--- src/rtl/le_prefix_coder_seq.sv ---
// Sequential low-entropy prefix coder.
// Keeps one growing symbol prefix per code slot and looks each extended prefix up
// in an external codebook. Matches are emitted as codewords. A flush dumps every
// non-empty prefix raw, one slot at a time.
module le_prefix_coder_seq #(
    parameter int NUM_CODES           = 16,
    parameter int CODEBOOK_LENGTH_MAX = 64,
    parameter int ENCODE_DATALENGTH   = 21,
    parameter int CW                  = $clog2(NUM_CODES)
) (
    input  logic                           clk_i,
    input  logic                           rst_i,
    input  logic                           sym_valid_i,
    output logic                           sym_ready_o,
    input  logic [3:0]                     sym_data_i,
    input  logic [CW-1:0]                  sym_code_i,
    input  logic                           flush_i,
    output logic                           flush_done_o,
    output logic [CW-1:0]                  lk_code_o,
    output logic [5:0]                     lk_cnt_o,
    output logic [CODEBOOK_LENGTH_MAX-1:0] lk_data_o,
    input  logic                           lk_match_i,
    input  logic [5:0]                     lk_length_i,
    input  logic [ENCODE_DATALENGTH-1:0]   lk_data_i,
    output logic                           cw_valid_o,
    input  logic                           cw_ready_i,
    output logic [6:0]                     cw_length_o,
    output logic [CODEBOOK_LENGTH_MAX-1:0] cw_data_o,
    output logic [CW-1:0]                  cw_code_o,
    output logic                           cw_flush_o,
    output logic                           ovf_o
);

    // A prefix that reaches this many symbols without a match is dropped.
    localparam logic [5:0]    NIB_MAX  = 6'(CODEBOOK_LENGTH_MAX / 4);
    localparam logic [CW-1:0] LAST_IDX = CW'(NUM_CODES - 1);

    typedef enum logic [2:0] {
        IDLE,
        LOOKUP,
        EMIT,
        FSCAN,
        FEMIT
    } state_t;

    state_t state_q;
    state_t state_d;

    logic [5:0]                     slot_cnt  [NUM_CODES];
    logic [CODEBOOK_LENGTH_MAX-1:0] slot_data [NUM_CODES];

    logic [CW-1:0]                  cur_code;
    logic [3:0]                     cur_sym;
    logic [CW-1:0]                  scan_idx;
    logic [5:0]                     app_cnt;
    logic [CODEBOOK_LENGTH_MAX-1:0] app_data;
    logic                           scan_last;
    logic                           scan_hit;

    // The first symbol of a prefix ends up most significant.
    assign app_cnt   = slot_cnt[cur_code] + 6'd1;
    assign app_data  = {slot_data[cur_code][CODEBOOK_LENGTH_MAX-5:0], cur_sym};
    assign scan_last = (scan_idx == LAST_IDX);
    assign scan_hit  = (slot_cnt[scan_idx] != 6'd0);

    // State register.
    always_ff @(posedge clk_i) begin
        if (rst_i) begin
            state_q <= IDLE;
        end else begin
            state_q <= state_d;
        end
    end

    // Next-state decode plus the handshake, lookup and flush-done outputs.
    always_comb begin
        state_d      = state_q;
        sym_ready_o  = 1'b0;
        lk_code_o    = '0;
        lk_cnt_o     = '0;
        lk_data_o    = '0;
        cw_valid_o   = 1'b0;
        flush_done_o = 1'b0;
        case (state_q)
            IDLE: begin
                sym_ready_o = !flush_i;
                if (flush_i) begin
                    state_d = FSCAN;
                end else if (sym_valid_i) begin
                    state_d = LOOKUP;
                end
            end
            LOOKUP: begin
                lk_code_o = cur_code;
                lk_cnt_o  = app_cnt;
                lk_data_o = app_data;
                state_d   = lk_match_i ? EMIT : IDLE;
            end
            EMIT: begin
                cw_valid_o = 1'b1;
                if (cw_ready_i) begin
                    state_d = IDLE;
                end
            end
            FSCAN: begin
                if (scan_hit) begin
                    state_d = FEMIT;
                end else if (scan_last) begin
                    flush_done_o = 1'b1;
                    state_d      = IDLE;
                end
            end
            FEMIT: begin
                cw_valid_o = 1'b1;
                if (cw_ready_i) begin
                    if (scan_last) begin
                        flush_done_o = 1'b1;
                        state_d      = IDLE;
                    end else begin
                        state_d = FSCAN;
                    end
                end
            end
            default: state_d = IDLE;
        endcase
    end

    // Slot storage, captured symbol, scan index and the registered codeword.
    always_ff @(posedge clk_i) begin
        if (rst_i) begin
            for (int i = 0; i < NUM_CODES; i++) begin
                slot_cnt[i]  <= '0;
                slot_data[i] <= '0;
            end
            cur_code    <= '0;
            cur_sym     <= '0;
            scan_idx    <= '0;
            cw_length_o <= '0;
            cw_data_o   <= '0;
            cw_code_o   <= '0;
            cw_flush_o  <= 1'b0;
            ovf_o       <= 1'b0;
        end else begin
            ovf_o <= 1'b0;
            case (state_q)
                IDLE: begin
                    if (flush_i) begin
                        scan_idx <= '0;
                    end else if (sym_valid_i) begin
                        cur_code <= sym_code_i;
                        cur_sym  <= sym_data_i;
                    end
                end
                LOOKUP: begin
                    if (lk_match_i) begin
                        cw_length_o         <= {1'b0, lk_length_i};
                        cw_data_o           <= CODEBOOK_LENGTH_MAX'(lk_data_i);
                        cw_code_o           <= cur_code;
                        cw_flush_o          <= 1'b0;
                        slot_cnt[cur_code]  <= '0;
                        slot_data[cur_code] <= '0;
                    end else if (app_cnt == NIB_MAX) begin
                        ovf_o               <= 1'b1;
                        slot_cnt[cur_code]  <= '0;
                        slot_data[cur_code] <= '0;
                    end else begin
                        slot_cnt[cur_code]  <= app_cnt;
                        slot_data[cur_code] <= app_data;
                    end
                end
                FSCAN: begin
                    if (scan_hit) begin
                        cw_length_o <= 7'({slot_cnt[scan_idx], 2'b00});
                        cw_data_o   <= slot_data[scan_idx];
                        cw_code_o   <= scan_idx;
                        cw_flush_o  <= 1'b1;
                    end else if (!scan_last) begin
                        scan_idx <= scan_idx + 1'b1;
                    end
                end
                FEMIT: begin
                    if (cw_ready_i) begin
                        slot_cnt[scan_idx]  <= '0;
                        slot_data[scan_idx] <= '0;
                        if (!scan_last) begin
                            scan_idx <= scan_idx + 1'b1;
                        end
                    end
                end
                default: ;
            endcase
        end
    end

endmodule

--- config.mk ---
export PLATFORM = sky130hd
export DESIGN_NAME = le_prefix_coder_seq
export DESIGN_NICKNAME = d
export VERILOG_FILES = /design/src/rtl/le_prefix_coder_seq.sv
export SDC_FILE = /design/constraint.sdc
export NUM_CORES = 2
export LEC_CHECK = 0
export ABC_AREA = 0
export CORE_UTILIZATION = 55
export CTS_CLUSTER_DIAMETER = 200
export DETAILED_ROUTE_END_ITERATION = 8
export PLACE_DENSITY = 0.77
export SYNTH_ARGS = -nofsm -noshare
export SYNTH_HDL_FRONTEND = slang
export SYNTH_SLANG_ARGS = --single-unit
--- constraint.sdc ---
create_clock -name clk_i -period 12.8 [get_ports clk_i]
set_clock_uncertainty 0.05 [all_clocks]
set_input_delay 3.84 -clock clk_i [delete_from_list [all_inputs] [get_ports clk_i]]
set_output_delay 3.84 -clock clk_i [all_outputs]
set_load 0.01 [all_outputs]
==> results.txt <==
The flow ran to the end, and the final reports show no timing, DRC or antenna violations. The run gives 0.76 ns as the clock network latency to the later pin of the worst-skew pair. The worst hold path belongs to the class reg -> reg. The worst setup slack before clock tree synthesis is 3.043 ns. The final-layout fill cell count was 8254; the maximum clock path buffer count was 3. Once placement finished, the instance area stood at 66590 um^2. Buffers added to address setup during post-CTS repair amount to 0. The average instance in the mapped netlist occupies 13.56 um^2. Setup violations remaining at the end of the flow were counted as 0.

The tools report the final count of hold timing violations as 0. The DRC violation count after routing is 0, and the final estimated routing congestion in global placement is 0.8641. TritonCTS built the clock tree. sky130_fd_sc_hd__edfxtp_1 takes more of the synthesized area than any other cell. The highest fanout seen on the critical path works out to 11. After global routing the overflow that remains totals 0. STA classifies the critical path startpoint as a primary input. The maximum frequency from static timing analysis came out at 0.1023 GHz.

Entering global routing, the biggest net connects 221 pins. The number of gates resized after CTS was 0. The logs give 124 for the floorplan row count and 101.9 mm for the half-perimeter wire length after placement. The area of the die was 117700 um^2; the post-route worst hold slack was 0.4073 ns.

Hold repair after CTS inserted 0 buffers. Counting distinct cell types in the post-synthesis netlist gives 56. TritonCTS created 130 clock buffers.

The worst-case IR drop observed on VDD is 0.1516 mV. For the final-report max-slew violation count, the log shows 0. Number of placed I/O pins: 195. The initial standard-cell utilization of the core was 55.73%. In the synthesized netlist the dominant register cell turns out to be sky130_fd_sc_hd__edfxtp_1.

The critical path is of the in -> out type. The sequential area share after synthesis is 55.69%. The logs give 1220 for the count of clock tree sinks and 43.54k for the number of global-route vias before repair.

The routed wire length was 195.1 mm. The flip-flop and latch count after synthesis was 1220. The multi-input combinational cells in the finished layout cover a total of 26340 um^2.

For the initial detailed-routing violation count, the log shows 7592. Setup repair after global routing left no endpoint under its margin. The die is 343.1 um tall. The number of max-capacitance violations reported was 0; the total vias in the final route was 44.28k. The run gives 0 ns as the setup TNS after final layout. The initial antenna violation count was 2; the area growth from synthesis to final layout was 10.32%. Excluding fillers, the count of instances in the completed layout stands at 6229.

The first global-routing pass estimated 285.5 mm of wire. The routed wirelength normalized by instance count works out to 31.33 um. Cells with a size suffix above 1 make up 21.35% of the layout. The horizontal die dimension is 343.1 um. The detail-routed via count per cell is 7.109. STA classifies the critical path endpoint as an output port.

In this run the remaining antenna-violating nets after routing total 0. Input and output buffers added on the ports amount to 194. By area the synthesized netlist is led by sky130_fd_sc_hd__edfxtp_1, sky130_fd_sc_hd__mux4_2, sky130_fd_sc_hd__nor2_1. The worst relative slew slack is 16.65%, and the standard cell core area is 114800 um^2. The clock tree synthesis step divided the H-tree into 4 levels. Summed over its instances, the top area cell type makes up 52.57% of the synthesized netlist area. After synthesis, the share of flip-flops with an asynchronous set or reset is 0%. The final net count is 4653. The net count of the mapped netlist came out at 4763. Clock tree synthesis selected as its root buffer the cell sky130_fd_sc_hd__clkbuf_16. The logs give 8.91 ns for the worst path required time and 5990 for the cell total after placement.

The first detailed-routing pass took 6 iterations. The final critical path takes up 76.37% of the cycle. After clock tree synthesis, the clock-pin slew on the worst setup and hold paths is 0.06 ns. For the data arrival at the endpoint of the critical path, the log shows 5.89 ns.

Dividing total power by cell area gives a power density of 143.2 nW/um^2. The combined flip-flop and latch cell area is 35660 um^2. The count of flip-flops with a built-in enable after synthesis works out to 1120. The routed design could run at a clock period as short as 9.775 ns.

Across every metal layer, demand over resource in global routing totals 33.26%. Once layout is done, the placed cells without fillers occupy 70580 um^2. For the final worst setup slack, the log shows 3.025 ns. At the pin with the least slew margin, the transition time is 1.250 ns. In this run the cell area of the synthesized design comes to 63980 um^2.

For this design the static power due to leakage is 0.02347 uW. The Yosys step of the flow raised 0 warnings. The run gives 4720 as the cell count after synthesis.
==> per-layer routing <==
metal / part of all wire (%) / track usage (%) / vias up / routed length (um)
met2: 47 / 51.65 / 3971 / 90820
li1: - / - / 17710 / -
met1: 34 / 44.80 / 21946 / 65930
met5: 0 / 0 / - / 0
met4: 4.5 / 14.17 / 0 / 8853
met3: 15 / 8.638 / 656 / 29530
==> placed cells by master, fill, tap and decap left out, types with 14 or more instances in the layout <==
cell type                         synthesis  layout
sky130_fd_sc_hd__edfxtp_1              1120    1120
sky130_fd_sc_hd__nor2_1                 720     720
sky130_fd_sc_hd__nand2_1                667     666
sky130_fd_sc_hd__mux4_2                 639     639
sky130_fd_sc_hd__nor3_1                 275     263
sky130_fd_sc_hd__nor3b_1                210     210
sky130_fd_sc_hd__clkdlybuf4s50_1          0     193
sky130_fd_sc_hd__clkbuf_16                0     134
sky130_fd_sc_hd__dfxtp_1                100      92
sky130_fd_sc_hd__buf_4                   16      81
sky130_fd_sc_hd__and2_1                  56      55
sky130_fd_sc_hd__mux2i_1                 54      54
sky130_fd_sc_hd__a22o_1                  43      43
sky130_fd_sc_hd__mux2_2                  41      41
sky130_fd_sc_hd__clkbuf_1               313      33
sky130_fd_sc_hd__clkinv_1                 0      27
sky130_fd_sc_hd__a211oi_1                26      26
sky130_fd_sc_hd__a31oi_1                 26      26
sky130_fd_sc_hd__a21oi_1                 27      24
sky130_fd_sc_hd__clkinv_2                 0      23
sky130_fd_sc_hd__a221o_1                 21      21
sky130_fd_sc_hd__nand2b_4                 0      16
sky130_fd_sc_hd__nand2b_1                30      14
==> where the power goes <==
group          total [uW]  leakage [uW]  internal, uW  switching, uW
Clock                3610       0.00196          2010           1600
Sequential           4660        0.0124          4520            139
Combinational        1840       0.00913           814           1020
Total               10100        0.0235          7340           2770
==> state kept, by name, indices dropped and copies added, names as in the netlist, named ones only <==
register and cells:
cw_data_o 64, slot_cnt 96, cw_flush_o 1, cw_code_o 4
cur_code 4, cw_length_o 7, cur_sym 4, scan_idx 4
ovf_o 1, state_q 3, slot_data 1024
==> critical path, cell delays in order <==
cell and delay, ns:
sky130_fd_sc_hd__clkdlybuf4s50_1 0.48, sky130_fd_sc_hd__nor3_1 0.86, sky130_fd_sc_hd__clkdlybuf4s50_1 0.71
==> through the flow <==
step | util [%] | total power (uW)
after floorplan | - | 5941
after global placement | 58.00 | 6509
after detailed placement | 58.00 | 6543
after CTS | 61.47 | 10080
after global routing | 61.47 | 10360
final | 61.48 | 10110
==> path summary, 6_finish.rpt <==
kind | startpoint | endpoint | slack (ns) | cells after the start
max reg2reg | register | slot_data[15][3] | 6.52 | 9
max | flush_i | sym_ready_o | 3.02 | 3
min reg2reg | cw_flush_o | cw_flush_o | 0.41 | 2
min | cw_flush_o | cw_flush_o | 0.41 | 2
==> Yosys cell counts, types with 27 or more instances <==
cell type	count
sky130_fd_sc_hd__edfxtp_1	1120
sky130_fd_sc_hd__nor2_1	720
sky130_fd_sc_hd__nand2_1	667
sky130_fd_sc_hd__mux4_2	639
sky130_fd_sc_hd__clkbuf_1	313
sky130_fd_sc_hd__nor3_1	275
sky130_fd_sc_hd__nor3b_1	210
sky130_fd_sc_hd__buf_2	159
sky130_fd_sc_hd__dfxtp_1	100
sky130_fd_sc_hd__and2_1	56
sky130_fd_sc_hd__mux2i_1	54
sky130_fd_sc_hd__a22o_1	43
sky130_fd_sc_hd__mux2_2	41
sky130_fd_sc_hd__buf_1	34
sky130_fd_sc_hd__nand2b_1	30
sky130_fd_sc_hd__a21oi_1	27
==> area by class of cell <==
class	count	share of cell area (%)
Antenna cell	1	0.003545
Clock buffer	171	4.995
Clock inverter	67	0.6577
Inverter	8	0.04254
Multi-Input combinational cell	2969	37.32
Sequential cell	1220	50.53
Tap cell	1512	2.680
Timing Repair Buffer	281	3.776
==> cell families (layout without fill, tap and decap cells) <==
group                      Yosys count  in the layout  synth area share (%)
and+or+nand+nor                   2038           2038                 14.38
DFF                               1220           1220                 55.69
muxes                              734            734                 24.06
buffers and inverters              531            527                 3.532
AOI/OAI and AO/OA                  190            190                 2.225
xor gates and xnor gates             5              5               0.06846
adders and majority gates            2              2               0.03911
other                                0              1                     0
Note: power is estimated with default switching activity, not from simulation.
